$ cat config.mk
export PLATFORM = sky130hd
export DESIGN_NAME = digit_split_scheduler
export DESIGN_NICKNAME = d
export VERILOG_FILES = /design/src/rtl/digit_split_scheduler.sv
export SDC_FILE = /design/constraint.sdc
export NUM_CORES = 1
export LEC_CHECK = 0
export CORE_MARGIN = 2
export CORE_UTILIZATION = 42
export CTS_CLUSTER_DIAMETER = 150
export DETAILED_ROUTE_END_ITERATION = 16
export PLACE_DENSITY = 0.86
export SETUP_SLACK_MARGIN = 0.5
export SLEW_MARGIN = 20
export SYNTH_ARGS = -nofsm -noshare
export SYNTH_HDL_FRONTEND = slang
export SYNTH_SLANG_ARGS = --single-unit
$ cat constraint.sdc
create_clock -name clk -period 2.5 [get_ports clk]
set_input_delay 0.5 -clock clk [delete_from_list [all_inputs] [get_ports clk]]
set_output_delay 0.5 -clock clk [all_outputs]
set_load 0.1 [all_outputs]
$ cat src/rtl/digit_split_scheduler.sv
// Round-robin scheduler sharing one 6-bit-to-BCD splitter among the seconds,
// minutes and hours fields; captures tens/units per field and acks each conversion.
module digit_split_scheduler (
  input  logic        clk,
  input  logic        reset_n,
  input  logic [2:0]  req,
  input  logic [5:0]  sec_val,
  input  logic [5:0]  min_val,
  input  logic [5:0]  hr_val,
  output logic [5:0]  split_total,
  input  logic [3:0]  split_left,
  input  logic [3:0]  split_right,
  output logic [23:0] digits,
  output logic [2:0]  ack,
  output logic        busy,
  output logic [2:0]  ovf
);

  typedef enum logic [0:0] {
    IDLE = 1'b0,
    CONV = 1'b1
  } state_t;

  state_t      state_r, state_nxt_s;
  logic [2:0]  pending_r;
  logic [1:0]  last_g_r, cur_r;
  logic [5:0]  split_total_r;
  logic [23:0] digits_r;
  logic [2:0]  ack_r, ovf_r;
  logic        busy_r;
  logic [1:0]  grant_s;
  logic        grant_v_s;
  logic [2:0]  clear_s;
  logic [5:0]  field_val_s;

  // First pending field at or after the slot following the last grant.
  function automatic logic [1:0] rr_pick(input logic [2:0] pend, input logic [1:0] last);
    logic [1:0] idx;
    logic [1:0] pick;
    logic       found;
    pick  = 2'd0;
    found = 1'b0;
    idx   = (last >= 2'd2) ? 2'd0 : last + 2'd1;
    for (int k = 0; k < 3; k++) begin
      if (!found && pend[idx]) begin
        pick  = idx;
        found = 1'b1;
      end else begin
        pick  = pick;
      end
      idx = (idx >= 2'd2) ? 2'd0 : idx + 2'd1;
    end
    return pick;
  endfunction

  function automatic logic [5:0] field_max(input logic [1:0] f);
    logic [5:0] m;
    case (f)
      2'd2:    m = 6'd23;
      default: m = 6'd59;
    endcase
    return m;
  endfunction

  function automatic logic [2:0] onehot3(input logic [1:0] f);
    return 3'b001 << f;
  endfunction

  // Next-state, grant selection and pending clear.
  always_comb begin
    state_nxt_s = state_r;
    grant_s     = rr_pick(pending_r, last_g_r);
    grant_v_s   = 1'b0;
    clear_s     = 3'b000;
    case (state_r)
      IDLE: begin
        if (pending_r != 3'b000) begin
          grant_v_s   = 1'b1;
          clear_s     = onehot3(grant_s);
          state_nxt_s = CONV;
        end else begin
          state_nxt_s = IDLE;
        end
      end
      CONV:    state_nxt_s = IDLE;
      default: state_nxt_s = IDLE;
    endcase
  end

  // Operand mux for the granted field.
  always_comb begin
    field_val_s = 6'd0;
    case (grant_s)
      2'd0:    field_val_s = sec_val;
      2'd1:    field_val_s = min_val;
      2'd2:    field_val_s = hr_val;
      default: field_val_s = 6'd0;
    endcase
  end

  // State register.
  always_ff @(posedge clk or negedge reset_n) begin
    if (!reset_n) begin
      state_r <= IDLE;
    end else begin
      state_r <= state_nxt_s;
    end
  end

  // Request queue, operand capture and result write-back.
  always_ff @(posedge clk or negedge reset_n) begin
    if (!reset_n) begin
      pending_r     <= 3'b000;
      last_g_r      <= 2'd2;
      cur_r         <= 2'd0;
      split_total_r <= 6'd0;
      digits_r      <= 24'd0;
      ack_r         <= 3'b000;
      ovf_r         <= 3'b000;
      busy_r        <= 1'b0;
    end else begin
      // A request landing on the clear edge re-queues the field.
      pending_r <= (pending_r & ~clear_s) | req;
      busy_r    <= (state_nxt_s == CONV);
      ack_r     <= 3'b000;
      if (grant_v_s) begin
        split_total_r <= field_val_s;
        cur_r         <= grant_s;
        last_g_r      <= grant_s;
      end
      if (state_r == CONV) begin
        digits_r[{cur_r, 3'b000} +: 8] <= {split_left, split_right};
        ack_r                          <= onehot3(cur_r);
        ovf_r[cur_r]                   <= (split_total_r > field_max(cur_r));
      end
    end
  end

  assign split_total = split_total_r;
  assign digits      = digits_r;
  assign ack         = ack_r;
  assign busy        = busy_r;
  assign ovf         = ovf_r;

endmodule

After elaboration in Yosys (flattened, before gate mapping)
Index checks and enable logic that the tools add are counted.
- word-level logic and storage cells: 66
- output and inout bits: 37
- register bits: 44
- bits of input ports: 31
- equal/unequal tests: 3
- multiplexer cells: 27
- bitwise operators: 4
- magnitude comparators: 9
- shifts and indexed selects: 4
- reductions and logical operators: 7
- add/subtract/negate cells: 4
- operators with widths (operator ; count):
    24-bit bitwise mux ; 1
    8-bit by 7-bit variable shift with 24-bit output, first input constant ; 1
    8-bit by 7-bit indexed part select with 24-bit output ; 1
    6-bit case mux with 3 select lines ; 1
    2-bit by 3-bit < comparator with 1-bit output, second input constant ; 4
    2-bit 2-to-1 mux ; 6
    6-bit 2-to-1 mux ; 2
    3-bit 2-to-1 mux ; 3
    1-bit 2-to-1 mux ; 8
    5-bit negation with 7-bit output ; 1
    2-bit by 1-bit adder with 2-bit output, second input constant ; 3
    1-bit binary-select mux with 2-bit select ; 3
    2-bit >= comparator, second input constant ; 3
    6-bit greater-than comparator ; 1
    1-bit by 2-bit left shift with 3-bit output, first input constant ; 2
    2-bit == test, second input constant ; 2
    3-bit AND ; 1
    3-bit bitwise mux ; 1
    1-bit logical AND ; 3
    3-bit NOT ; 1
    3-bit bitwise OR ; 1
    3-bit nonzero test ; 1
    1-bit demux with 2-bit select ; 1
    2-bit by 1-bit == test with 1-bit output, second input constant ; 1
    other kinds (5) ; 6

Longest topological paths before layout
Gate-level depths: netlist (run 1).
- word-level depth: 17
- depth in mapped cells: 8
- gate-level depth less buffers: 8

Least setup slack after synthesis (run 1)
No wires, ideal clock.
- kind: register to register
- start: register split_total_r[3], in the netlist split_total[3]
- end: register ovf_r[0], in the netlist ovf[0]
- arrival time: 1939 ps
- path slack: 432 ps
- buffers on the path: 0
- stages on the path, launching flop included: 6
- data required time: 2372 ps
- setup time: 128 ps
- clock period less this slack: 2068 ps
- cells stage by stage: dfrtp_1 > ha_1 > a21oi_1 > nor2_1 > o22a_1 > mux2_1
- cells in the longest elaborated chain, start to end: 2
- RTL lines (what ; line ; source):
    start, declared ; 27 ; logic [5:0] split_total_r;
    start signal, assigned ; 127 ; split_total_r <= field_val_s;
    6-bit greater-than comparator ; 134 ; ovf_r[cur_r] <= (split_total_r > field_max(cur_r));
    3-bit bitwise mux ; 134 ;
    end signal, assigned by index ; 134 ;
    end, declared ; 29 ; logic [2:0] ack_r, ovf_r;
No other way between the ends.
A chain may end at the register's enable or synchronous reset.

==> results.md, run 1 <==
- Outcome: finished clean
- Worst-skew pair later-pin latency: approximately 0.29 ns
- DRC violations left: 0
- Number of primary I/O pins: 68
- Number of iterations in the first detailed-routing pass: 4
- Clock tree from TritonCTS: built
- Flops & latches, synth: 43
- Required time at the endpoint of the critical path: 2.68 ns
- Die ar.: approximately 5000 um2
- Vias per std cell: approximately 5.3
- Post-CTS setup buffers: 0
- Chain of cells forming the critical path: inv_2, ha_1, ha_1, a21oi_1, nor2_1, o22a_1, mux2_1
- Number of buffer and inverter stages on the critical path: 1
- Vias after detailed routing: 1467
- Total congestion overflow after global routing: 0
- Post-Syn Area per Cell: around 12 um2
- Gate count of the mapped netlist: 152
- Initial standard-cell utilization of the core: 0.4326
- Multiplexer share of the synthesized area: 0.01806
- Floorplan core area: about 4300 um2
- Number of failing setup endpoints in the final timing report: 0
- Cts hold-fix bufs: 0
- Syn Std Cell Area: 1871 um2
- Startpoint-to-endpoint class of the critical path: reg -> reg
- Post-Syn Nets: ~190
- Antenna violations before repair: 0
- Total Routed Length: 4121 um
- Ys async rst share: 1.000
- Startpoint type of the worst setup path: flip-flop
- Violation count after the first detailed-routing iteration: 90
- Clock period minus final worst setup slack: 1.873 ns
- Number of global-route vias before repair: 1482
- Adder-cell share of the synthesized area: 0.05351
- Min-Delay Path Class: in -> async
- Share of synthesized area occupied by flip-flops and latches: 0.5759
- Post-Synth Simple-Gate Area: 0.1151
- Gate family responsible for the most delay along the worst path: adder cells
- Unrepaired setup endpoints after global routing: no
- Synth warnings: 0
- Endpoints failing hold: 0
- Slowest cell on the critical path: sky130_fd_sc_hd__dfrtp_2
- P&R area growth vs syn: 37.73%
- List of most frequent post-synthesis cells: sky130_fd_sc_hd__dfrtp_1 (42), sky130_fd_sc_hd__a22o_1 (24), sky130_fd_sc_hd__nand2_1 (15)
- Antenna Nets Post-Route: 0
- Critical path endpoint category: flip-flop
- Fraction of layout instances using a drive strength above 1: 0.2780
- CTS Buf Count: 5
- Slew headroom: 0.3945
- Library cell occupying the most area in the post-synthesis netlist: sky130_fd_sc_hd__dfrtp_1
- First-pass GRT wire length: 6865 um
- Maximum Capacitance Violations: 0
- Unique masters post-synth: 35
- Detail Placement HPWL: a little over 3000 um
- Maximum buffer depth of the clock tree: 2
- Achievable Freq: 533.9 MHz
- Buffers on Ports: 67
- Final layout net count: 261
- Clock root buffer: sky130_fd_sc_hd__clkbuf_8
- Pin count of the biggest net entering global routing: 44
- Number of levels the H-tree was split into: 2
- Slew at the pin closest to its max-slew limit: 0.9083 ns
- Diodes inserted: 0
- WL per Instance: 14.99 um
- WP data arrival: around 2.1 ns
- Share of Yosys cell area claimed by the top area cell type: 0.5619
- Chip Width: 70.74 um
- Fin Setup TNS: 0 ns
- Number of pins exceeding their max-slew limit in the final report: 0
- Weighted congestion reported at the end of routability-driven placement: roughly 0.8
- Worst Clk Skew: 0.005714 ns
- Primary flip-flop cell chosen by synthesis mapping: sky130_fd_sc_hd__dfrtp_1
- XOR/XNOR share of the synthesized area: 0
- Top post-synthesis cells by area: sky130_fd_sc_hd__dfrtp_1 (56%), sky130_fd_sc_hd__a22o_1 (11%), sky130_fd_sc_hd__ha_1 (5.4%), sky130_fd_sc_hd__nand2_1 (3.0%), sky130_fd_sc_hd__a32oi_1 (2.8%)
- CP dominant cell by count: sky130_fd_sc_hd__ha_1
- Main combinational cell family by area after synthesis: compound AO/OA/AOI/OAI gates
- Period Utilization, post-route: 0.7492
- Worst-path fanout max: 7
- EDFF count, synth: 0
- Peak per-stage delay on the critical path: around 0.43 ns
- Std-Cell Rows: 24
- Total track usage: 0.1720
- Die Span Y: 70.74 um
- Fraction of the mapped netlist area in compound gates: 0.2140
- Reg2Reg Setup Slack: 0.63 ns
- Clock sink count: 43
- Most repeated cell in the gate-level netlist after synthesis: sky130_fd_sc_hd__dfrtp_1
- Register clock-pin slew on the reported worst setup and hold paths: 0.08 ns
==> repair_timing <==
action,CTS,global route
setup endpoints to repair,0,3
gates resized for setup,0,1
hold endpoints to repair,0,0
==> worst reg2reg max path, delay by kind of cell, from the launching register on <==
kind | cells | cell delay, ns
DFF | 1 | 0.43
muxes | 1 | 0.29
adders and majority gates | 2 | 0.54
AOI/OAI and AO/OA | 2 | 0.36
and+or+nand+nor | 1 | 0.06
buffers and inverters | 1 | 0.09
==> layer usage <==
| layer | wire length (um) | vias to the layer above | track usage |
|---|---|---|---|
| met5 | 0 | - | 0 |
| met4 | 49 | 0 | 0.07547 |
| met3 | 171 | 7 | 0.03846 |
| met2 | 2056 | 32 | 0.2793 |
| met1 | 1843 | 724 | 0.2221 |
| li1 | - | 704 | - |
==> path summary, 6_finish.rpt <==
kind | from | to | cells past startpoint
min | reset_n | digits[18]$_DFFE_PN0P_ | 1
max | last_g_r[0]$_DFFE_PN0P_ | ovf[2]$_DFFE_PN0P_ | 7
min in group clk | ovf[2]$_DFFE_PN0P_ | ovf[2]$_DFFE_PN0P_ | 1
min reg2reg | ovf[2]$_DFFE_PN0P_ | ovf[2]$_DFFE_PN0P_ | 1
max reg2reg | last_g_r[0]$_DFFE_PN0P_ | ovf[2]$_DFFE_PN0P_ | 7
max in group asynchronous | reset_n | split_total[3]$_DFFE_PN0P_ | 1
==> final cells by class <==
| class | count | area [um2] |
|---|---|---|
| clock buffers | 5 | 68.82 |
| clock inverters | 3 | 20.02 |
| fillers | 359 | 1748 |
| inverters | 5 | 18.77 |
| multi-input cells | 100 | 749.5 |
| flip-flops and latches | 43 | 1081 |
| well taps | 52 | 65.06 |
| repair buffers | 67 | 573.1 |
==> logic make-up (layout without fill, tap and decap cells) <==
family,count (synthesis),in the layout
compound gates,49,49
buf+inv,9,80
fa+ha+maj,8,8
flops,43,43
mux,3,3
simple gates,40,40
==> cell usage in the layout (no fill, tap or decap), types with 2 or more instances in the layout <==
master,instances
sky130_fd_sc_hd__inv_2,2
sky130_fd_sc_hd__ha_1,8
sky130_fd_sc_hd__buf_4,37
sky130_fd_sc_hd__clkinvlp_4,2
sky130_fd_sc_hd__dfrtp_1,39
sky130_fd_sc_hd__and2_1,2
sky130_fd_sc_hd__a21oi_1,2
sky130_fd_sc_hd__mux2_1,2
sky130_fd_sc_hd__nand2_1,15
sky130_fd_sc_hd__a22o_1,24
sky130_fd_sc_hd__nand2b_1,3
sky130_fd_sc_hd__dfrtp_2,3
sky130_fd_sc_hd__clkbuf_8,5
sky130_fd_sc_hd__clkdlybuf4s50_1,29
sky130_fd_sc_hd__nor2_2,2
sky130_fd_sc_hd__a21o_1,2
sky130_fd_sc_hd__inv_1,3
sky130_fd_sc_hd__o21ai_1,2
sky130_fd_sc_hd__nor2_1,9
sky130_fd_sc_hd__a31oi_1,6
sky130_fd_sc_hd__a32oi_1,6
sky130_fd_sc_hd__o21ai_0,2
==> through the flow <==
stage          hold slack, ns  setup WS [ns]  cell area [um2]  cells  utilization
3_5_place_dp           0.4874         0.5891             2486    267       0.5749
2_1_floorplan          0.2044         0.5823             1873    152            -
6_report               0.3294         0.6270             2576    275       0.5958
4_1_cts                0.3646         0.5557             2575    275       0.5955
5_1_grt                0.4240         0.5089             2576    275       0.5958
3_3_place_gp           0.4866         0.6351             2486    267       0.5749
==> registers in the layout (all words and copies together), names as in the netlist <==
name and flops:
cur_r 1, ovf 3, pending_r 3, last_g_r 2
split_total 6, busy 1, digits 24, ack 3
Power of run 1 is not shown: default switching activity piles up to over one toggle a cycle in this logic, so the estimate is an artifact.
==> run 2, diff against run 1 <==
- clock period: 2.5 -> 1.8 ns (I/O delays scaled with it)
==> results.md, run 2 (same netlist as run 1, synthesis figures left out) <==
- Die Span Y: 70.74 um
- Fin Setup TNS: 0 ns
- Register clock-pin slew on the reported worst setup and hold paths: 0.09 ns
- Die ar.: 5003 um2
- P&R area growth vs syn: 91.04%
- Maximum Capacitance Violations: 0
- Number of primary I/O pins: 68
- Crit Reg-Reg Startpoint: last_g_r[0]$_DFFE_PN0P_
- Critical path endpoint category: flip-flop
- Gate family responsible for the most delay along the worst path: flip-flops
- Required time at the endpoint of the critical path: around 2 ns
- Startpoint type of the worst setup path: flip-flop
- Slew headroom: 0.6664
- Pin count of the biggest net entering global routing: 18
- Worst-path fanout max: 4
- Commonest non-fill, non-tap cells in the layout: sky130_fd_sc_hd__buf_12 (37), sky130_fd_sc_hd__dfrtp_1 (35), sky130_fd_sc_hd__buf_4 (31)
- First-pass GRT wire length: roughly 9000 um
- WP data arrival: roughly 1.9 ns
- Floorplan core area: around 4300 um2
- Fraction of layout instances using a drive strength above 1: 0.4733
- Antenna violations before repair: 0
- Achievable Freq: 581.6 MHz
- Vias after detailed routing: 1752
- CTS Buf Count: 5
- Clock tree from TritonCTS: built
- Clock period minus final worst setup slack: 1.719 ns
- Unrepaired setup endpoints after global routing: yes
- Number of buffer and inverter stages on the critical path: 2
- Number of levels the H-tree was split into: 2
- Buffers on Ports: 67
- Maximum buffer depth of the clock tree: 2
- Number of failing setup endpoints in the final timing report: 0
- Vias per std cell: 5.580
- Total congestion overflow after global routing: 0
- Worst Clk Skew: 0.01141 ns
- DRC violations left: 0
- Startpoint-to-endpoint class of the critical path: reg -> reg
- Combined flip-flop and latch cell area: 1091 um2
- Total track usage: 0.2319
- Slew at the pin closest to its max-slew limit: 0.5004 ns
- Clock root buffer: sky130_fd_sc_hd__clkbuf_8
- Number of iterations in the first detailed-routing pass: 4
- Reg2Reg Setup Slack: 0.08 ns
- Min-Delay Path Class: in -> async
- Dpl ws: between 0.1 and 0.15 ns
- Post-route worst setup slack: about 0.08 ns
- Clock sink count: 43
- Slowest cell on the critical path: sky130_fd_sc_hd__dfrtp_1
- Peak per-stage delay on the critical path: 0.41 ns
- Detail Placement HPWL: 3629 um
- Number of pins exceeding their max-slew limit in the final report: 0
- Number of global-route vias before repair: ~1700
- Violation count after the first detailed-routing iteration: approximately 90
- WL per Instance: 20.26 um
- Combined area of the multi-input logic cells: 919.6 um2
- Final-layout fill cell count: 205
- Total Routed Length: 6362 um
- Chip Width: just over 70 um
- Endpoints failing hold: 0
- Diodes inserted: 0
- R2r worst-path depth: 8
- Antenna Nets Post-Route: 0
- Max FFs per register: 24
- Chain of cells forming the critical path: inv_2, ha_4, inv_2, ha_4, a21oi_2, nor2_1, o22a_1, mux2_4
- Destination of the worst register-to-register timing path: ovf[0]$_DFFE_PN0P_
- Outcome: finished clean
- Weighted congestion reported at the end of routability-driven placement: 0.7608
- Most common library cell in the layout ignoring fill and taps: sky130_fd_sc_hd__buf_12
- Initial standard-cell utilization of the core: 0.4326
- Worst-skew pair later-pin latency: ~0.31 ns
- Std-Cell Rows: 24
- Period Utilization, post-route: 0.9553
- Final layout net count: 300
-- run 2: cell count changes in the layout (fill, tap and decap cells not counted), sizes merged --
cell / previous run / this run
buf: 38 / 76
bufinv: 0 / 1
clkinv: 1 / 0
clkinvlp: 2 / 1
dlygate4sd3: 0 / 1
inv: 5 / 6
-- run 2: repair_timing --
action                                  in CTS  in global routing
endpoints found under the hold margin       13                  0
buffers inserted                             9                 25
pin swaps                                    8                 22
hold buffers                                 1                  0
resized for setup                           12                 19
endpoints found under the setup margin      41                 68
-- run 2: metrics by stage --
stage                       util  hold slack [ns]  cell area [um2]  std cells
after floorplan                -          0.06441             1953        152
after CTS                 0.7630           0.4822             3299        289
after global routing      0.8264           0.5169             3573        314
after global placement    0.7052           0.2738             3049        271
final                     0.8264           0.4825             3573        314
after detailed placement  0.7052           0.2818             3049        271
-- run 2: worst max-delay path by stage --
stage,start,to,cells past startpoint
5_1_grt,last_g_r[0]$_DFFE_PN0P_,ovf[0]$_DFFE_PN0P_,8
2_1_floorplan,last_g_r[0]$_DFFE_PN0P_,ovf[0]$_DFFE_PN0P_,7
6_report,last_g_r[0]$_DFFE_PN0P_,ovf[0]$_DFFE_PN0P_,8
4_1_cts,last_g_r[0]$_DFFE_PN0P_,ovf[2]$_DFFE_PN0P_,7
3_3_place_gp,last_g_r[0]$_DFFE_PN0P_,ovf[2]$_DFFE_PN0P_,7
3_5_place_dp,last_g_r[0]$_DFFE_PN0P_,ovf[2]$_DFFE_PN0P_,7
-- run 2: metal layers --
metal | GRT usage | wire length [um]
met1 | 0.2940 | 2566
met2 | 0.3884 | 3414
met5 | 0 | 0
met4 | 0.1132 | 159
met3 | 0.03561 | 223
-- run 2: layout make-up --
class                   instances  share of cell area
clock buffers                   5             0.01926
multi-input cells             100              0.2574
flip-flops and latches         43              0.3053
repair buffers                106              0.3810
well taps                      52             0.01821
clock inverters                 3             0.01296
inverters                       5            0.005952
Power of run 2 is left out for the same reason.
==> run 3, diff against run 2 <==
==> constraint.sdc (replaced) <==
create_clock -name clk -period 1.8 [get_ports clk]
set_input_delay 0.18 -clock clk [delete_from_list [all_inputs] [get_ports clk]]
set_output_delay 0.18 -clock clk [all_outputs]
set_load 0.1 [all_outputs]
==> results.md, run 3 (same netlist as run 1, synthesis figures left out) <==
- Die ar.: 5003 um2
- Number of iterations in the first detailed-routing pass: 4
- Max FFs per register: 24
- Violation count after the first detailed-routing iteration: 64
- Antenna Nets Post-Route: 0
- Clock root buffer: sky130_fd_sc_hd__clkbuf_8
- Number of buffer and inverter stages on the critical path: 2
- Total Routed Length: about 5000 um
- Pin count of the biggest net entering global routing: 22
- Number of levels the H-tree was split into: 2
- Startpoint-to-endpoint class of the critical path: reg -> reg
- Floorplan core area: 4324 um2
- Destination of the worst register-to-register timing path: ovf[1]$_DFFE_PN0P_
- Detail Placement HPWL: 3286 um
- R2r worst-path depth: 7
- Commonest non-fill, non-tap cells in the layout: sky130_fd_sc_hd__buf_4 (45), sky130_fd_sc_hd__dfrtp_1 (33), sky130_fd_sc_hd__clkdlybuf4s50_1 (29)
- Crit Reg-Reg Startpoint: last_g_r[0]$_DFFE_PN0P_
- Fin Setup TNS: 0 ns
- Required time at the endpoint of the critical path: 1.99 ns
- Worst Clk Skew: 0.01166 ns
- Slew headroom: 0.7864
- Register clock-pin slew on the reported worst setup and hold paths: about 0.1 ns
- First-pass GRT wire length: 8162 um
- Final layout net count: 273
- Worst-path fanout max: 4
- Diodes inserted: 0
- Outcome: finished clean
- Min-Delay Path Class: in -> async
- Maximum Capacitance Violations: 0
- Weighted congestion reported at the end of routability-driven placement: 0.7729
- Vias per std cell: 5.474
- WL per Instance: between 15 and 20 um
- Combined flip-flop and latch cell area: 1094 um2
- Slowest cell on the critical path: sky130_fd_sc_hd__dfrtp_1
- Chip Width: around 71 um
- Antenna violations before repair: 0
- CP dominant cell by count: sky130_fd_sc_hd__ha_4
- Period Utilization, post-route: 0.9324
- P&R area growth vs syn: 54.78%
- Total number of cells along the worst setup path: 7
- Total track usage: 0.2128
- WP data arrival: 1.87 ns
- Clock tree from TritonCTS: built
- Fraction of layout instances using a drive strength above 1: 0.4128
- Gate family responsible for the most delay along the worst path: adder cells
- Crit path to: ovf[1]$_DFFE_PN0P_
- Number of pins exceeding their max-slew limit in the final report: 0
- Clock sink count: between 40 and 50
- Achievable Freq: a little under 600 MHz
- Chain of cells forming the critical path: inv_2, ha_4, inv_4, ha_4, nand4_1, o22a_1, mux2_4
- Die Span Y: 70.74 um
- Peak per-stage delay on the critical path: 0.39 ns
- Combined area of the multi-input logic cells: 895.9 um2
- Most common library cell in the layout ignoring fill and taps: sky130_fd_sc_hd__buf_4
- Initial standard-cell utilization of the core: 0.4326
- Number of primary I/O pins: between 60 and 70
- Endpoints failing hold: 0
- CTS Buf Count: 5
- Final-layout fill cell count: 307
- Std-Cell Rows: 24
- Slew at the pin closest to its max-slew limit: 0.3196 ns
- Startpoint type of the worst setup path: flip-flop
- Start point of the critical path: last_g_r[0]$_DFFE_PN0P_
- Critical path endpoint category: flip-flop
- Buffers on Ports: 67
- Clock period minus final worst setup slack: roughly 1.7 ns
- Unrepaired setup endpoints after global routing: yes
- Total congestion overflow after global routing: 0
- Vias after detailed routing: ~1600
- DRC violations left: 0
- Number of global-route vias before repair: 1629
- Reg2Reg Setup Slack: 0.12 ns
- Maximum buffer depth of the clock tree: 2
- Number of failing setup endpoints in the final timing report: 0
- Worst-skew pair later-pin latency: 0.31 ns
==> run 3: how the worst min path moves through the flow <==
stage	start	end	slack, ns	cells past startpoint
finish	reset_n	digits[8]$_DFFE_PN0P_	0.28	2
global route	reset_n	digits[0]$_DFFE_PN0P_	0.30	2
global placement	reset_n	digits[0]$_DFFE_PN0P_	0.07	1
CTS	reset_n	digits[0]$_DFFE_PN0P_	0.27	2
floorplan	reset_n	ack[0]$_DFF_PN0_	-0.12	0
detailed placement	reset_n	digits[0]$_DFFE_PN0P_	0.07	1
==> run 3: per-layer routing <==
| layer | global-route usage | up-vias | part of all wire |
|---|---|---|---|
| met5 | 0 | - | 0 |
| met4 | 0.1006 | 0 | 0.020 |
| met3 | 0.04416 | 11 | 0.047 |
| met2 | 0.3562 | 47 | 0.54 |
| met1 | 0.2640 | 782 | 0.40 |
| li1 | - | 731 | - |
==> run 3: timing repair <==
item | 4_1_cts | 5_1_grt
setup endpoints to repair | 36 | 37
gates resized for setup | 13 | 6
gates cloned | 0 | 0
pin swaps | 9 | 11
endpoints found under the hold margin | 10 | 0
hold buffers | 1 | 0
setup buffers | 7 | 0
==> run 3: per-stage QoR <==
stage | instances | hold slack [ns] | util | instance area (um2) | setup WS (ns)
floorplan | 152 | -0.1156 | - | 1953 | 0.1292
CTS | 287 | 0.2672 | 0.6623 | 2864 | 0.1649
finish | 287 | 0.2792 | 0.6696 | 2895 | 0.1217
detailed placement | 271 | 0.06831 | 0.6010 | 2599 | 0.1227
global placement | 271 | 0.06717 | 0.6010 | 2599 | 0.1726
global route | 287 | 0.3048 | 0.6696 | 2895 | 0.06236
==> run 3: cell type report <==
cell class,instances,share of cell area
clock buffer,5,0.02377
clock inverter,3,0.01642
inverter,5,0.007347
multi-input combinational,100,0.3094
sequential,43,0.3777
tap,52,0.02247
timing repair buffer,79,0.2429
Power of run 3 is left out for the same reason.
